$ cat src/rtl/fifo_enq_arbiter_pkg.sv
// fifo_arb_types: shared sizing for the FIFO enqueue arbiter.
//   width_p   : data word width (matches the FIFO word width)
//   num_req_p : number of producers sharing the enqueue port (power of two, >= 2)
//   cnt_w_p   : width of each per-requester grant counter
// The modules take these values as parameter defaults so a single instance can
// still be resized without editing this package.
package fifo_arb_types;

    localparam int width_p   = 8;
    localparam int num_req_p = 4;
    localparam int cnt_w_p   = 16;

    typedef logic [width_p-1:0]            word_t;
    typedef logic [$clog2(num_req_p)-1:0]  req_id_t;
    typedef logic [cnt_w_p-1:0]            cnt_t;

endpackage

$ cat src/rtl/fifo_enq_arbiter_rr_picker.sv
// rr_picker: combinational rotating-priority search.
//   valid  : one bit per requester
//   rr_ptr : requester with highest priority this cycle
//   found  : at least one requester is valid
//   winner : first valid requester scanning rr_ptr, rr_ptr+1, ... (mod num_req_p)
module rr_picker #(
    parameter int num_req_p = fifo_arb_types::num_req_p
) (
    input  logic [num_req_p-1:0]          valid,
    input  logic [$clog2(num_req_p)-1:0]  rr_ptr,
    output logic                          found,
    output logic [$clog2(num_req_p)-1:0]  winner
);

    localparam int id_w = $clog2(num_req_p);

    logic [id_w-1:0] idx;

    // Scan from the farthest offset down to offset 0 so the closest valid
    // requester to rr_ptr is the last assignment and therefore wins. The
    // index wraps for free because num_req_p is a power of two.
    always_comb begin
        found  = 1'b0;
        winner = '0;
        idx    = '0;
        for (int k = num_req_p - 1; k >= 0; k--) begin
            idx = rr_ptr + id_w'(k);
            if (valid[idx]) begin
                found  = 1'b1;
                winner = idx;
            end
        end
    end

endmodule

$ cat src/rtl/fifo_enq_arbiter.sv
// fifo_enq_arbiter: round-robin arbiter feeding the single FIFO enqueue port.
//   clk, rst      : clock, synchronous active-high reset
//   req_valid_i   : per-requester "has a word"
//   req_data_i    : per-requester word, requester i in bits [i*width_p +: width_p]
//   req_ready_o   : one-hot (or zero) acceptance of the winning requester
//   enq_valid_o   : output stage holds a word for the FIFO
//   enq_data_o    : word offered to the FIFO
//   enq_ready_i   : FIFO can take a word
//   grant_id_o    : requester that owns the word in the output stage
//   grant_cnt_o   : saturating accepted-word count, requester i in [i*cnt_w_p +: cnt_w_p]
//   clr_cnt_i     : clear all grant counters (wins over a same-cycle grant)
//
// Handshakes: a word moves on a rising edge exactly when valid and ready are
// both high in the cycle before it. On the requester side req_ready_o is a
// combinational function of all valids, the pointer, the stage state and
// enq_ready_i, so requesters must never gate valid on ready. On the FIFO side
// enq_valid_o is registered and the word drains when enq_ready_i is high.
module fifo_enq_arbiter #(
    parameter int width_p   = fifo_arb_types::width_p,
    parameter int num_req_p = fifo_arb_types::num_req_p,
    parameter int cnt_w_p   = fifo_arb_types::cnt_w_p
) (
    input  logic                           clk,
    input  logic                           rst,
    input  logic [num_req_p-1:0]           req_valid_i,
    input  logic [num_req_p*width_p-1:0]   req_data_i,
    output logic [num_req_p-1:0]           req_ready_o,
    output logic                           enq_valid_o,
    output logic [width_p-1:0]             enq_data_o,
    input  logic                           enq_ready_i,
    output logic [$clog2(num_req_p)-1:0]   grant_id_o,
    output logic [num_req_p*cnt_w_p-1:0]   grant_cnt_o,
    input  logic                           clr_cnt_i
);

    localparam int id_w = $clog2(num_req_p);

    logic                 full;
    logic [width_p-1:0]   data_q;
    logic [id_w-1:0]      id_q;
    logic [id_w-1:0]      rr_ptr;
    logic [cnt_w_p-1:0]   cnt_q [num_req_p];

    logic [width_p-1:0]   word_in [num_req_p];
    logic                 found;
    logic [id_w-1:0]      winner;
    logic                 can_accept;
    logic                 transfer;
    logic                 drain;

    for (genvar g = 0; g < num_req_p; g++) begin : g_lanes
        assign word_in[g] = req_data_i[g*width_p +: width_p];
        assign grant_cnt_o[g*cnt_w_p +: cnt_w_p] = cnt_q[g];
    end

    rr_picker #(
        .num_req_p (num_req_p)
    ) u_picker (
        .valid  (req_valid_i),
        .rr_ptr (rr_ptr),
        .found  (found),
        .winner (winner)
    );

    // The stage can load when empty or when its current word leaves on the
    // same edge. Nothing is granted while reset is asserted.
    assign can_accept = !full || enq_ready_i;
    assign transfer   = found && can_accept && !rst;
    assign drain      = full && enq_ready_i;

    always_comb begin
        req_ready_o = '0;
        if (transfer) begin
            req_ready_o[winner] = 1'b1;
        end
    end

    always_ff @(posedge clk) begin
        if (rst) begin
            full   <= 1'b0;
            data_q <= '0;
            id_q   <= '0;
            rr_ptr <= '0;
            for (int i = 0; i < num_req_p; i++) begin
                cnt_q[i] <= '0;
            end
        end else begin
            if (transfer) begin
                // Also covers drain+load in one cycle: the new word replaces the old.
                full   <= 1'b1;
                data_q <= word_in[winner];
                id_q   <= winner;
                rr_ptr <= winner + 1'b1;
            end else if (drain) begin
                full <= 1'b0;
            end

            for (int i = 0; i < num_req_p; i++) begin
                if (clr_cnt_i) begin
                    cnt_q[i] <= '0;
                end else if (transfer && winner == id_w'(i) && cnt_q[i] != '1) begin
                    cnt_q[i] <= cnt_q[i] + 1'b1;
                end
            end
        end
    end

    assign enq_valid_o = full;
    assign enq_data_o  = data_q;
    assign grant_id_o  = id_q;

endmodule

$ cat config.mk
export PLATFORM = sky130hd
export DESIGN_NAME = fifo_enq_arbiter
export DESIGN_NICKNAME = d
export VERILOG_FILES = /design/src/rtl/fifo_enq_arbiter_pkg.sv /design/src/rtl/fifo_enq_arbiter_rr_picker.sv /design/src/rtl/fifo_enq_arbiter.sv
export SDC_FILE = /design/constraint.sdc
export NUM_CORES = 1
export LEC_CHECK = 0
export BUFFER_PORTS_ARGS = -buffer_cell sky130_fd_sc_hd__buf_2
export CAP_MARGIN = 20
export CORE_MARGIN = 5
export CORE_UTILIZATION = 45
export CTS_BUF_LIST = sky130_fd_sc_hd__clkbuf_2 sky130_fd_sc_hd__clkbuf_4 sky130_fd_sc_hd__clkbuf_8
export CTS_CLUSTER_SIZE = 28
export DETAILED_ROUTE_END_ITERATION = 7
export PLACE_DENSITY = 0.69
export REMOVE_ABC_BUFFERS = 1
export SKIP_CTS_REPAIR_TIMING = 1
export SYNTH_ARGS = -nofsm -noshare
export SYNTH_HDL_FRONTEND = slang
export SYNTH_HIERARCHICAL = 1
export SYNTH_SLANG_ARGS = --single-unit
$ cat constraint.sdc
create_clock -name clk -period 2.5 [get_ports clk]
set_input_delay 0 -clock clk [delete_from_list [all_inputs] [get_ports clk]]
set_output_delay 0 -clock clk [all_outputs]
set_load 0.03 [all_outputs]
# ---- Word level (Yosys, flattened, before mapping)
# Memory sizes are Yosys's and may differ from the RTL's.
# Cells that the tools add are included.
dict set report op_classes {
  n_lt_le_gt_ge 7
  n_reduce_logical 17
  eq_ne 7
  bitwise 9
  add_sub_neg 8
  mux 53
}
# operator count
set op_table {}
lappend op_table {{2-to-1 mux 16 bit} 8}
lappend op_table {{adder 16 x 1 -> 16 bit (second input constant)} 4}
lappend op_table {{inequality test 16 bit (second input constant)} 4}
lappend op_table {{2-to-1 mux 1 bit} 32}
lappend op_table {{binary-select mux 8 bit (select 2 bit)} 1}
lappend op_table {{2-to-1 mux 8 bit} 2}
lappend op_table {{less-than comparator 2 x 3 -> 1 bit (second input constant)} 5}
lappend op_table {{logical AND 1 bit} 12}
lappend op_table {{binary-select mux 1 bit (select 2 bit)} 4}
lappend op_table {{2-to-1 mux 2 bit} 4}
lappend op_table {{OR 1 bit} 8}
lappend op_table {{adder 2 x 1 -> 2 bit (second input constant)} 2}
lappend op_table {{adder 2 bit (second input constant)} 2}
lappend op_table {{== test 2 bit (second input constant)} 2}
lappend op_table {{2-to-1 mux 4 bit} 1}
lappend op_table {{>= comparator 3 bit (second input constant)} 1}
lappend op_table {{NOT 2 -> 3 bit} 1}
lappend op_table {{demux 1 bit (select 2 bit)} 1}
lappend op_table {{== test 2 x 1 -> 1 bit (second input constant)} 1}
lappend op_table {{>= comparator 2 x 1 -> 1 bit (second input constant)} 1}
lappend op_table {{zero test 1 bit} 2}
lappend op_table {{zero test 2 bit} 1}
lappend op_table {{nonzero test 2 bit} 1}
lappend op_table {{logical OR 1 bit} 1}
dict set report word_totals {
  wordCells 106
  ramBits 64
  out_inout_bits 79
  inputBits 40
  reg_bits 13
  n_memories 1
}
# name depth word_bits read_ports rd_clocked_by_memory_dff write_ports line
set memory_table {}
lappend memory_table {cnt_q 4 16 4 0 4 fifo_enq_arbiter.sv:42} ;# logic [cnt_w_p-1:0] cnt_q [num_req_p];

# ---- Depth between registers and ports, before layout
dict set report logic_depth {
  depth_word 16
  mapped_depth 10
  depth_no_buf 8
}

# ---- By module
# Netlist, hierarchy kept.
# module n_inst area_per_inst_um2 cells_each seq_area_each_um2
set by_module_without_submodules {}
lappend by_module_without_submodules {fifo_enq_arbiter 1 4214.0 382 2182.1}
lappend by_module_without_submodules {rr_picker 1 77.6 13 0.0}

# ---- Least setup slack after synthesis
# No wires, ideal clock.
dict set report synth_path {
  path_kind {reg2reg}
  startpoint {reg rr_ptr[1]}
  endpoint {mem cnt_q[2][0], enable pin}
  path_stages_with_launch 9
  t_required_ns 2.181
  arrival_time_ns 2.113
  synth_period_minus_slack_ns 2.432
  path_slack_ns 0.068
  n_path_buf 1
  cell_sequence {dfxtp_1 > nand2b_1 > a21oi_1 > a211oi_2 > buf_2 > inv_1 > ha_1 > and2_1 > a211o_1}
}
# item line
set synth_rtl {}
lappend synth_rtl {{start: declaration} fifo_enq_arbiter.sv:41} ;# logic [id_w-1:0] rr_ptr;
lappend synth_rtl {{start signal: assignment} fifo_enq_arbiter.sv:93} ;# rr_ptr <= winner + 1'b1;
lappend synth_rtl {{end: declaration} fifo_enq_arbiter.sv:42}

==> flow_summary.json <==
{
  "drive_gt1_share_pct": 30.6,
  "rows": 35,
  "setup_viol": 0,
  "min_path_type": "input port to flip-flop",
  "rsz0062_at_grt": "false",
  "gp_congestion": 0.812,
  "worst_slack_ns": 0.234,
  "num_antenna_cells": 0,
  "grtUsageTotal_pct": 17.3,
  "syn_avg_cell_area_um2": 10.9,
  "powerDensity_nw_per_um2": 609,
  "finalSetupTns_ns": 0,
  "yosys-top-cells-count": "nor2_1 (74), edfxtp_1 (64), xnor2_1 (33)",
  "start_util_pct": 46.2,
  "max_freq_mhz": 441,
  "yosysMostFrequentCell": "nor2_1",
  "cpPeakStageDelay_ns": 0.44,
  "globalRoute.busiestLayer": "met2",
  "cp.arrival_ns": 2.34,
  "slew_headroom_pct": 42.3,
  "core-area_um2": 9280,
  "synthCells": 395,
  "grt_pass1_wl_um": 15900,
  "required_ns": 2.58,
  "seq_area_um2": 2180,
  "clock_latency_ns": 0.35,
  "cts_buffers": 9,
  "post-route-period-util_pct": 90.7,
  "cts_sinks": 77,
  "power.total_mw": 3.21,
  "synth_top_area_share_pct": 44.8,
  "skew_ns": 0.00709,
  "ant_nets": 0,
  "cap_violations": 0,
  "grtUsageMet2_pct": 27.6,
  "wl_per_cell_um": 15.2,
  "fin_crit_ns": 2.27,
  "fin_nets": 572,
  "endpoint_kind": "flip-flop",
  "final_cells": 658,
  "grt_pass1_vias": 3277,
  "synth-edff-count": 64,
  "drtIter0Drc": 119,
  "pin_count": 119,
  "crit_type": "flip-flop to flip-flop",
  "yosys_most_used_dff": "edfxtp_1",
  "port_buffers": 118,
  "yosys_warnings": 6,
  "vias_per_cell": 5.32,
  "async_flop_share_pct": 0,
  "grtUsageMet1_pct": 22.7,
  "pre_cts_ws_ns": 0.209,
  "place_inst": 640,
  "vdd_drop_max_mv": 0.360,
  "synth_area_leaders": "edfxtp_1 (45%), xnor2_1 (6.7%), nor2_1 (6.5%)",
  "area_delta_synth_final_pct": 22.7,
  "hold_viol": 0,
  "p_leak_nw": 2.06,
  "ys_seq_elements": 77,
  "via_count": 3500,
  "worstMarginPinSlew_ns": 0.863,
  "cp_max_fo": 12,
  "cp-start-kind": "flip-flop",
  "cts_htree_levels": 3,
  "path_clk_slew_ns": 0.08,
  "drc": 0,
  "fillers": 863,
  "drt-pass1-iter-count": 4,
  "synth.distinct_cells": 44,
  "path_cells": "nor3b_1, a211oi_1, nor2_1, inv_1, ha_1, nand4_1, o21bai_1, nor2_1",
  "wl_um": 10000,
  "grt_max_degree": 17,
  "synth_top_area_cell": "edfxtp_1",
  "synth_area_um2": 4290,
  "finalInstanceArea_um2": 5270,
  "fp.dieH_um": 108,
  "place_area_um2": 5040,
  "clock_path_buffers": 2,
  "hpwl_um": 7480,
  "cp_common_cell": "nor2_1",
  "status": "finished, final reports clean",
  "antenna_found_initial": 0,
  "grtUsageMet3_pct": 4.68,
  "die_w_um": 108,
  "cts-root-buf": "clkbuf_8",
  "cts_tree": "yes",
  "crit_slowest_cell": "o21bai_1",
  "overflow": 0,
  "multiInputGateArea_um2": 2000,
  "die_area_um2": 11600,
  "yosysSeqAreaShare_pct": 50.8,
  "slew_viol_final": 0
}
## registers in the layout, indices dropped and copies added (netlist names)
register	cells
enq_data_o	8
cnt_q	64
rr_ptr	2
enq_valid_o	1
grant_id_o	2
## area by class of cell
| cell class | count | area share (%) |
|---|---|---|
| well taps | 129 | 3.06 |
| repair buffers | 127 | 12.6 |
| flip-flops and latches | 77 | 41.4 |
| clock inverters | 5 | 1.16 |
| multi-input cells | 294 | 38.0 |
| inverters | 15 | 1.07 |
| clock buffers | 11 | 2.64 |
## path summary, 6_finish.rpt
| check | start | end | slack, ns | cells after the start |
|---|---|---|---|---|
| max | rr_ptr[0] | cnt_q[1][6] | 0.23 | 8 |
| min reg2reg | enq_data_o[2] | enq_data_o[2] | 0.48 | 1 |
| min | req_data_i[17] | enq_data_o[1] | 0.07 | 3 |
| max reg2reg | rr_ptr[0] | cnt_q[1][6] | 0.23 | 8 |
## where the power goes
group / internal (mW) / switching (mW)
Clock: 0.485 / 0.473
Sequential: 1.49 / 0.118
Combinational: 0.238 / 0.398
## critical path, delay by kind of cell (launching register included)
family	cells	cell delay, ns
AO/OA/AOI/OAI	2	0.52
flip-flops	1	0.41
adder cells (fa/ha/maj)	1	0.21
AND/OR/NAND/NOR	4	0.76
buffers and inverters	1	0.11
## cell usage in the layout (no fill, tap or decap), drive strengths merged, types with 11 or more instances in the layout
cell type and n:
buf 125, nor2 75, edfxtp 64, xnor2 33, nand3 28, nand4 22
xor2 19, nand2 16, inv 15, dfxtp 13, nor3 12, a22o 12
nor4 11, clkbuf 11
## metrics by stage
stage / hold WS (ns) / utilization (%)
6_report: 0.0748 / 56.7
5_1_grt: 0.0655 / 56.7
4_1_cts: -0.103 / 56.5
3_5_place_dp: 0.281 / 54.3
3_3_place_gp: 0.276 / 54.3
2_1_floorplan: 0.0724 / -
## cells by family after synthesis
kind of cell | count (synthesis) | synth area share [%]
flops | 77 | 50.8
compound gates | 33 | 6.24
mux | 9 | 4.43
xor+xnor | 52 | 10.6
fa+ha+maj | 8 | 2.33
buf+inv | 24 | 2.54
simple gates | 192 | 23.0
## routing by layer
metal  wire length (um)  up-vias  share of wire, %
li1                   -     1716                 -
met5                  0        -                 0
met1               4470     1694                45
met3                465        9               4.6
met2               4960       81                50
met4                113        0               1.1
Power figures use the tool's default switching activity.
